==> src/rtl/vga_timing_pkg.sv <==
// rtl/vga_timing_pkg.sv - 640x480@60 timing constants and helpers shared by the VGA pipeline
package vga_timing_pkg;

  localparam int unsigned COUNT_W = 10;

  localparam int unsigned VGA_H_DISPLAY = 640;
  localparam int unsigned VGA_H_FRONT   = 16;
  localparam int unsigned VGA_H_SYNC    = 96;
  localparam int unsigned VGA_H_BACK    = 48;
  localparam int unsigned VGA_H_TOTAL   = VGA_H_DISPLAY + VGA_H_FRONT + VGA_H_SYNC + VGA_H_BACK;

  localparam int unsigned VGA_V_DISPLAY = 480;
  localparam int unsigned VGA_V_FRONT   = 10;
  localparam int unsigned VGA_V_SYNC    = 2;
  localparam int unsigned VGA_V_BACK    = 33;
  localparam int unsigned VGA_V_TOTAL   = VGA_V_DISPLAY + VGA_V_FRONT + VGA_V_SYNC + VGA_V_BACK;

  localparam int unsigned VGA_H_SYNC_START = VGA_H_DISPLAY + VGA_H_FRONT;
  localparam int unsigned VGA_H_SYNC_END   = VGA_H_SYNC_START + VGA_H_SYNC - 1;
  localparam int unsigned VGA_V_SYNC_START = VGA_V_DISPLAY + VGA_V_FRONT;
  localparam int unsigned VGA_V_SYNC_END   = VGA_V_SYNC_START + VGA_V_SYNC - 1;

  localparam int unsigned VGA_X_MAX = VGA_H_DISPLAY - 1;
  localparam int unsigned VGA_Y_MAX = VGA_V_DISPLAY - 1;

  localparam int unsigned VGA_CLK_DIV     = 4;
  localparam bit          VGA_SYNC_ACTIVE = 1'b0;

  typedef logic [COUNT_W-1:0] coord_t;

  // A modulo-1 counter still needs one flop bit to keep the port legal.
  function automatic int unsigned counter_width(input int unsigned n);
    return (n > 1) ? $clog2(n) : 1;
  endfunction

  function automatic logic sync_level(input coord_t pos, input coord_t first,
                                      input coord_t last, input logic active);
    return ((pos >= first) && (pos <= last)) ? active : ~active;
  endfunction

endpackage

==> src/rtl/vga_sync_generator_if.sv <==
// rtl/vga_sync_generator_if.sv - scan timing bundle from the sync generator to pixel stages and pins
interface vga_sync_generator_if;
  import vga_timing_pkg::*;

  logic   o_p_tick;
  coord_t o_x;
  coord_t o_y;
  logic   o_video_on;
  logic   o_hsync;
  logic   o_vsync;
  logic   o_frame_tick;

  modport master (
    output o_p_tick, o_x, o_y, o_video_on, o_hsync, o_vsync, o_frame_tick
  );

  modport slave (
    input o_p_tick, o_x, o_y, o_video_on, o_hsync, o_vsync, o_frame_tick
  );

endinterface

==> src/rtl/mod_counter.sv <==
// rtl/mod_counter.sv - modulo-N counter with enable, next-value and wrap outputs
module mod_counter
  import vga_timing_pkg::*;
#(
  parameter int unsigned N = 4,
  parameter int unsigned W = counter_width(N)
) (
  input  logic         i_clk,
  input  logic         i_reset,
  input  logic         en_i,
  output logic [W-1:0] count_o,
  output logic [W-1:0] next_o,
  output logic         wrap_o
);

  localparam logic [W-1:0] LAST = W'(N - 1);

  if ((N < 1) || (N > (1 << W))) begin : g_bad_modulus
    $error("mod_counter: modulus does not fit the counter width");
  end

  logic [W-1:0] count_q;
  logic [W-1:0] count_d;

  assign wrap_o = en_i && (count_q == LAST);

  always_comb begin
    count_d = count_q;
    if (en_i) begin
      count_d = wrap_o ? '0 : count_q + 1'b1;
    end
  end

  always_ff @(posedge i_clk or posedge i_reset) begin
    if (i_reset) begin
      count_q <= '0;
    end else begin
      count_q <= count_d;
    end
  end

  assign count_o = count_q;
  assign next_o  = count_d;

endmodule

==> src/rtl/vga_sync_generator.sv <==
// rtl/vga_sync_generator.sv - pixel-rate enable, scan counters, syncs and frame pulse for VGA output
module vga_sync_generator
  import vga_timing_pkg::*;
#(
  parameter int unsigned H_DISPLAY   = VGA_H_DISPLAY,
  parameter int unsigned H_FRONT     = VGA_H_FRONT,
  parameter int unsigned H_SYNC      = VGA_H_SYNC,
  parameter int unsigned H_BACK      = VGA_H_BACK,
  parameter int unsigned V_DISPLAY   = VGA_V_DISPLAY,
  parameter int unsigned V_FRONT     = VGA_V_FRONT,
  parameter int unsigned V_SYNC      = VGA_V_SYNC,
  parameter int unsigned V_BACK      = VGA_V_BACK,
  parameter int unsigned CLK_DIV     = VGA_CLK_DIV,
  parameter bit          SYNC_ACTIVE = VGA_SYNC_ACTIVE
) (
  input  logic                 i_clk,
  input  logic                 i_reset,
  vga_sync_generator_if.master vga
);

  localparam int unsigned H_TOTAL = H_DISPLAY + H_FRONT + H_SYNC + H_BACK;
  localparam int unsigned V_TOTAL = V_DISPLAY + V_FRONT + V_SYNC + V_BACK;
  localparam int unsigned DIV_W   = counter_width(CLK_DIV);

  localparam coord_t H_VIS    = coord_t'(H_DISPLAY);
  localparam coord_t V_VIS    = coord_t'(V_DISPLAY);
  localparam coord_t HS_START = coord_t'(H_DISPLAY + H_FRONT);
  localparam coord_t HS_END   = coord_t'(H_DISPLAY + H_FRONT + H_SYNC - 1);
  localparam coord_t VS_START = coord_t'(V_DISPLAY + V_FRONT);
  localparam coord_t VS_END   = coord_t'(V_DISPLAY + V_FRONT + V_SYNC - 1);

  if ((H_TOTAL > 1024) || (V_TOTAL > 1024) || (CLK_DIV < 1) || (CLK_DIV > 16)) begin : g_bad_timing
    $error("vga_sync_generator: timing parameters out of range");
  end

  logic [DIV_W-1:0] div_count_unused;
  logic [DIV_W-1:0] div_next_unused;
  logic             div_wrap;
  coord_t           h_count, h_next, v_count, v_next;
  logic             h_wrap, v_wrap;

  logic p_tick_q, p_tick_d;
  logic hsync_q, hsync_d;
  logic vsync_q, vsync_d;
  logic frame_tick_q, frame_tick_d;

  mod_counter #(.N(CLK_DIV), .W(DIV_W)) u_div (
    .i_clk   (i_clk),
    .i_reset (i_reset),
    .en_i    (1'b1),
    .count_o (div_count_unused),
    .next_o  (div_next_unused),
    .wrap_o  (div_wrap)
  );

  mod_counter #(.N(H_TOTAL), .W(COUNT_W)) u_h (
    .i_clk   (i_clk),
    .i_reset (i_reset),
    .en_i    (p_tick_q),
    .count_o (h_count),
    .next_o  (h_next),
    .wrap_o  (h_wrap)
  );

  mod_counter #(.N(V_TOTAL), .W(COUNT_W)) u_v (
    .i_clk   (i_clk),
    .i_reset (i_reset),
    .en_i    (h_wrap),
    .count_o (v_count),
    .next_o  (v_next),
    .wrap_o  (v_wrap)
  );

  // Syncs decode the counters' next values so they land on the same edge as o_x/o_y.
  always_comb begin
    p_tick_d     = div_wrap;
    hsync_d      = sync_level(h_next, HS_START, HS_END, SYNC_ACTIVE);
    vsync_d      = sync_level(v_next, VS_START, VS_END, SYNC_ACTIVE);
    frame_tick_d = v_wrap;
  end

  always_ff @(posedge i_clk or posedge i_reset) begin
    if (i_reset) begin
      p_tick_q     <= 1'b0;
      hsync_q      <= ~SYNC_ACTIVE;
      vsync_q      <= ~SYNC_ACTIVE;
      frame_tick_q <= 1'b0;
    end else begin
      p_tick_q     <= p_tick_d;
      hsync_q      <= hsync_d;
      vsync_q      <= vsync_d;
      frame_tick_q <= frame_tick_d;
    end
  end

  assign vga.o_p_tick     = p_tick_q;
  assign vga.o_x          = h_count;
  assign vga.o_y          = v_count;
  assign vga.o_video_on   = (h_count < H_VIS) && (v_count < V_VIS);
  assign vga.o_hsync      = hsync_q;
  assign vga.o_vsync      = vsync_q;
  assign vga.o_frame_tick = frame_tick_q;

endmodule

==> src/flat_wrapper.sv <==
// flat-port wrapper written by rule: the top's interface ports become plain ports
module vga_sync_generator_flat import vga_timing_pkg::*;
#(
  parameter int unsigned H_DISPLAY   = VGA_H_DISPLAY,
  parameter int unsigned H_FRONT     = VGA_H_FRONT,
  parameter int unsigned H_SYNC      = VGA_H_SYNC,
  parameter int unsigned H_BACK      = VGA_H_BACK,
  parameter int unsigned V_DISPLAY   = VGA_V_DISPLAY,
  parameter int unsigned V_FRONT     = VGA_V_FRONT,
  parameter int unsigned V_SYNC      = VGA_V_SYNC,
  parameter int unsigned V_BACK      = VGA_V_BACK,
  parameter int unsigned CLK_DIV     = VGA_CLK_DIV,
  parameter bit          SYNC_ACTIVE = VGA_SYNC_ACTIVE
)
  (i_clk, i_reset, vga_o_p_tick, vga_o_x, vga_o_y, vga_o_video_on, vga_o_hsync, vga_o_vsync, vga_o_frame_tick);
  vga_sync_generator_if vga_i ();
  input  logic i_clk;
  input  logic i_reset;
  output wire logic [$bits(vga_i.o_p_tick)-1:0] vga_o_p_tick;
  output wire logic [$bits(vga_i.o_x)-1:0] vga_o_x;
  output wire logic [$bits(vga_i.o_y)-1:0] vga_o_y;
  output wire logic [$bits(vga_i.o_video_on)-1:0] vga_o_video_on;
  output wire logic [$bits(vga_i.o_hsync)-1:0] vga_o_hsync;
  output wire logic [$bits(vga_i.o_vsync)-1:0] vga_o_vsync;
  output wire logic [$bits(vga_i.o_frame_tick)-1:0] vga_o_frame_tick;
  assign vga_o_p_tick = vga_i.o_p_tick;
  assign vga_o_x = vga_i.o_x;
  assign vga_o_y = vga_i.o_y;
  assign vga_o_video_on = vga_i.o_video_on;
  assign vga_o_hsync = vga_i.o_hsync;
  assign vga_o_vsync = vga_i.o_vsync;
  assign vga_o_frame_tick = vga_i.o_frame_tick;
  vga_sync_generator #(.H_DISPLAY(H_DISPLAY), .H_FRONT(H_FRONT), .H_SYNC(H_SYNC), .H_BACK(H_BACK), .V_DISPLAY(V_DISPLAY), .V_FRONT(V_FRONT), .V_SYNC(V_SYNC), .V_BACK(V_BACK), .CLK_DIV(CLK_DIV), .SYNC_ACTIVE(SYNC_ACTIVE)) u_core (.i_clk(i_clk), .i_reset(i_reset), .vga(vga_i));
endmodule
==> config.mk <==
export PLATFORM = sky130hd
export DESIGN_NAME = vga_sync_generator_flat
export DESIGN_NICKNAME = d
export VERILOG_FILES = /design/src/rtl/vga_timing_pkg.sv /design/src/rtl/vga_sync_generator_if.sv /design/src/rtl/mod_counter.sv /design/src/rtl/vga_sync_generator.sv /design/src/flat_wrapper.sv
export SDC_FILE = /design/constraint.sdc
export NUM_CORES = 1
export LEC_CHECK = 0
export CAP_MARGIN = 25
export CELL_PAD_IN_SITES_DETAIL_PLACEMENT = 1
export CELL_PAD_IN_SITES_GLOBAL_PLACEMENT = 1
export CORE_MARGIN = 2
export CORE_UTILIZATION = 40
export CTS_CLUSTER_SIZE = 40
export DETAILED_ROUTE_END_ITERATION = 12
export HOLD_SLACK_MARGIN = 0.05
export PLACE_DENSITY = 0.83
export SLEW_MARGIN = 20
export SYNTH_ARGS = -nofsm -noshare
export SYNTH_HDL_FRONTEND = slang
export SYNTH_SLANG_ARGS = --single-unit
export TNS_END_PERCENT = 1
==> constraint.sdc <==
create_clock -name i_clk -period 2.95 [get_ports i_clk]
set_input_delay 0.4425 -clock i_clk [delete_from_list [all_inputs] [get_ports i_clk]]
set_output_delay 0.4425 -clock i_clk [all_outputs]
set_load 0.02 [all_outputs]
# Yosys cells after proc, flatten, opt, wreduce, memory -nomap -nowiden
# Index checks and enable logic that the tools add are counted.
# op_classes
n_eq_ne	3
n_lt_le_gt_ge	6
n_reduce_logical	5
shift	0
mux	7
multipliers	0
div_mod_pow	0
bitwise	0
n_addsub	3
# op_table
cell	n
two-way mux 10 bit	4
adder 10 x 1 -> 10 bit, second input constant	2
== test 10 bit, second input constant	2
greater-or-equal comparator 10 bit, second input constant	1
greater-or-equal comparator 10 x 9 -> 1 bit, second input constant	1
less-or-equal comparator 10 bit, second input constant	1
less-or-equal comparator 10 x 9 -> 1 bit, second input constant	1
< comparator 10 bit, second input constant	1
< comparator 10 x 9 -> 1 bit, second input constant	1
logical AND 1 bit	5
adder 2 x 1 -> 2 bit, second input constant	1
== test 2 bit, second input constant	1
two-way mux 1 bit	2
two-way mux 2 bit	1
# totals
mem_bits_ro	0
ram_bits	0
elab_cells	31
reg_bits	26
in_bits	2
latchBits	0
output_inout_bits	25
mem_count	0

# Depth between registers and ports, before layout
# logic_depth
ltp_word	8
depth_mapped	8
depth_no_buf	7

# By module
# Synthesis repeated with hierarchy kept, for this count alone.
# unflattened
cells_unflattened	131
hier_area_um2	1307.5
# by_module_without_submodules
mod	area_per_inst_um2	seq_area_each_um2	instances	cells_each
mod_counter at u_core.u_h	523.0	250.2	1	55
mod_counter at u_core.u_v	510.5	250.2	1	51
vga_sync_generator	177.7	102.6	1	16
mod_counter at u_core.u_div	96.3	50.0	1	9

# Least setup slack after synthesis
# OpenSTA, ideal clock, no wires.
# synth_path
kind	register -> register
startpoint	register u_core.u_h.count_q[0] (netlist: u_core.u_h.count_o[0])
endpoint	register u_core.vsync_q (netlist: u_core.vga.o_vsync)
setup_ns	0.094
setup_slack_ns	0.685
arrival_time_ns	2.171
stages_incl_launch_ff	8
t_required_ns	2.856
path_buffers	1
cell_sequence	dfrtp_1 > ha_1 > nand4_4 > or3_1 > buf_6 > o31ai_2 > o31ai_1 > or4_1
# synth_between
elab_chain_len	8
word_cells_on_any_way	9
classes_between	order compare: 2; eq/ne: 1; mux: 3; reduce/logical: 3
# synth_rtl
item	line_no	text
start, declared	mod_counter.sv:22	logic [W-1:0] count_q;
start signal, assigned	mod_counter.sv:38	count_q <= count_d;
== test 10 bit (*)	mod_counter.sv:25	assign wrap_o = en_i && (count_q == LAST);
logical AND 1 bit (*)	mod_counter.sv:25	
logical AND 1 bit	mod_counter.sv:25	
two-way mux 10 bit	mod_counter.sv:30	count_d = wrap_o ? '0 : count_q + 1'b1;
two-way mux 10 bit (*)	mod_counter.sv:29	if (en_i) begin
greater-or-equal comparator 10 x 9 -> 1 bit or less-or-equal comparator 10 x 9 -> 1 bit (tied branches)	vga_timing_pkg.sv:38	return ((pos >= first) && (pos <= last)) ? active : ~active;
logical AND 1 bit (*)	vga_timing_pkg.sv:38	
two-way mux 1 bit (*)	vga_timing_pkg.sv:38	
net u_core.vsync_d	vga_sync_generator.sv:44	logic vsync_q, vsync_d;
end signal, assigned	vga_sync_generator.sv:86	vsync_q <= ~SYNC_ACTIVE;
end signal, assigned	vga_sync_generator.sv:91	vsync_q <= vsync_d;
end, declared	vga_sync_generator.sv:44	
# Mark *: on every way through the listed nets, which the timed path passes. The rest lies on a longest branch.

# Worst setup path in the final report
# layout_path
startpoint	register u_core.u_v.count_q[2] (netlist: u_core.u_v.count_o[2])
endpoint	register u_core.vsync_q (netlist: u_core.vga.o_vsync)
# layout_between
elab_chain_len	7
word_cells_on_any_way	9
classes_between	add/sub: 1; order compare: 2; eq/ne: 1; mux: 3; reduce/logical: 2
# layout_rtl
item	line_no	text
start, declared	mod_counter.sv:22	
start signal, assigned	mod_counter.sv:38	
branches (longest 2 deep; another with adder 10 x 1 -> 10 bit)	n/a	
two-way mux 10 bit (*)	mod_counter.sv:30	
two-way mux 10 bit (*)	mod_counter.sv:29	
net u_core.u_v.next_o[9]	mod_counter.sv:12	output logic [W-1:0] next_o,
greater-or-equal comparator 10 x 9 -> 1 bit or less-or-equal comparator 10 x 9 -> 1 bit (tied branches)	vga_timing_pkg.sv:38	
logical AND 1 bit (*)	vga_timing_pkg.sv:38	
two-way mux 1 bit (*)	vga_timing_pkg.sv:38	
net u_core.vsync_d	vga_sync_generator.sv:44	
# Mark *: on every way through the listed nets, which the timed path passes.

==> run metrics <==
master of the slowest instance on the critical path dfrtp_1; layout overhead on the synthesized area 24.5%; Sw Share 0.182; Tcrit/Tclk final 0.793; Post-Synth XOR/XNOR Area 0.0586; Worst EP required roughly 3100 ps; Max VDD drop 0.311 mV; top_reg_cell synth dfrtp_1; 1st-iter DRT viols 75; Row Count 22; Synth Area in Simple Gates 0.260; layout cells sized above 1 0.0988; DIE AREA 0.00424 mm2; commonest non-fill, non-tap cell in the layout clkdlybuf4s50_1; clock sink count 26; sequential share of power 0.537; remaining routing DRC violations 0; Max-slew headroom 0.621; total track usage 0.192; Psw 0.121 mW; Worst Setup End Kind flip-flop; Final nets between 150 and 200; Crit Path Category reg -> reg; CP peak stage delay 580 ps; multiplexer share of the synthesized area 0.0151; Core Area 0.00363 mm2; syn avg cell area slightly below 10 um2; M3 GR Usage 0.0291; # resized after CTS 0; mean routed wirelength per cell ~17 um; vias per cell 5.70; Ports 27; Setup Buffers After CTS 0; clock transition at the registers of the reported paths approximately 90 ps; Final setup viols 0; Hold Violations, Final 0; Seq/Total Area, Yosys 0.437; pin count of the biggest net entering global routing 27; Clk pwr share 0.444; Setup Skew 7.60 ps; most frequent cells in the layout clkdlybuf4s50_1, dfrtp_1, o21ai_0, nor2_1, nand2_1; IO Port Bufs 26; worst-margin pin slew 563 ps; max-cap check violation count 0; Placer Congestion 0.836; RSZ-0062 raised after global routing no; Ant. Diodes 0; Synth Area in Adders 0.0335; FMAX 427 MHz; cts bufs inserted 3; clk_lat worst skew approximately 270 ps; Max Fanout on Critical Path 12; M2 GR Usage 0.335; Pleak around 0.72 nW; CP Launch Type flip-flop; gr busiest metal met2; crit-path cells nor4bb_1 -> and4b_1 -> o21ai_0 -> a21o_1 -> or4_1; DR vias approximately 1300; vias in the first global route 1283; combinational share of power 0.019; run status complete, no violations; synth unique cells 46; H-tree level count 1; Post-Route WL roughly 3700 um; die extent in x 65.1 um; Compound-Gate Fraction of Synth Area 0.140; CTS tree yes; final setup TNS 0 ps; drt first pass iters 4; EDFF count, synth 0; post-route ant nets 0; max-slew violations 0; Syn Inst Count 152; Finished Layout Cells 220; min Tclk post-route 2340 ps; Bufs on Longest Clock Path 2; Remaining Overflow, GRT 0; Die Height 65.1 um; largest family of logic cells by synthesized area simple AND/OR/NAND/NOR gates; dpl cells roughly 220; Clock Root Buffer clkbuf_8; Mapped Area approximately 0.0015 mm2; worst min path class reg -> reg; initial antenna violation count 0; grt met1 use 0.254; Cell Int Power 0.543 mW; hold_buf cts 0; first-pass GRT wire length 6300 um; Starting Density 0.411; placed wire-length estimate 2640 um; CP arrival 2530 ps; Post-synth ARST share 1.00; fin util 0.512; Seq cells post-synth 26; synth warn 0; power per cell area roughly 360 mW/mm2; Syn Nets 158
[metal layers]
layer  vias up  part of all wire
li1        593                 -
met5         -                 0
met2        25              0.51
met3         3             0.027
met1       632              0.46
met4         0            0.0057
[registers in the layout, indices dropped and copies added (netlist names)]
register,flops
u_core.vga.o_hsync,1
u_core.u_h.count_o,10
u_core.vga.o_frame_tick,1
u_core.vga.o_p_tick,1
u_core.vga.o_vsync,1
u_core.u_v.count_o,10
u_core.u_div.count_o,2
[area by class of cell]
cell class / instances / area (um2)
multi-input cells: 108 / 758
clock buffers: 3 / 41.3
well taps: 48 / 60.1
repair buffers: 28 / 295
clock inverters: 1 / 30.0
flip-flops and latches: 26 / 653
inverters: 6 / 22.5
fillers: 416 / 1770
[worst paths after layout]
kind	startpoint	to	slack, ps	cells after the start
min	u_core.u_div.count_o[0]	u_core.u_div.count_o[0]	430	1
max in group asynchronous	i_reset	u_core.vga.o_vsync	1930	3
min in group asynchronous	i_reset	u_core.u_div.count_o[0]	490	2
max reg2reg	u_core.u_v.count_o[2]	u_core.vga.o_vsync	610	5
min reg2reg	u_core.u_div.count_o[0]	u_core.u_div.count_o[0]	430	1
max	u_core.u_v.count_o[2]	u_core.vga.o_vsync	610	5
[cell usage after synthesis, drive strengths merged (3+ instances only)]
cell type / instances / area share
ha: 4 / 0.034
inv: 6 / 0.015
o21ai: 10 / 0.034
dfrtp: 24 / 0.40
nor2b: 3 / 0.013
nand2: 10 / 0.025
xnor2: 7 / 0.041
xor2: 3 / 0.018
nor3: 4 / 0.013
buf: 7 / 0.028
nor2: 10 / 0.025
o31ai: 6 / 0.034
and4: 4 / 0.025
clkbuf: 5 / 0.013
nand3: 8 / 0.027
nand4: 6 / 0.035
[stage by stage]
step	hold WS, ps	setup slack, ps	cell area, um2	power (mW)
3_5_place_dp	423	619	1760	0.372
3_3_place_gp	415	719	1760	0.372
4_1_cts	438	600	1830	0.669
2_1_floorplan	403	685	1490	0.368
6_report	434	610	1860	0.663
5_1_grt	462	453	1860	0.687
[kinds of logic (layout without fill, tap and decap cells)]
kind of cell,after synthesis,in the layout
multiplexers,2,2
flip-flops,26,26
AO/OA/AOI/OAI,30,30
XOR/XNOR,10,10
buffers and inverters,18,38
AND/OR/NAND/NOR,62,62
adder cells (fa/ha/maj),4,4
[power groups by stage]
stage / Combinational (mW) / Sequential [mW] / Clock [mW]
global route: 0.0141 / 0.356 / 0.316
global placement: 0.00838 / 0.363 / 0
finish: 0.0124 / 0.356 / 0.295
CTS: 0.00861 / 0.356 / 0.305
floorplan: 0.00527 / 0.363 / 0
detailed placement: 0.00861 / 0.363 / 0
[worst max-delay path: cells and delay by family (launching register included)]
family	cells	cell delay (ps)
compound gates	2	370
flops	1	580
simple gates	3	1310
No activity file was read; power rests on OpenSTA's default activity.
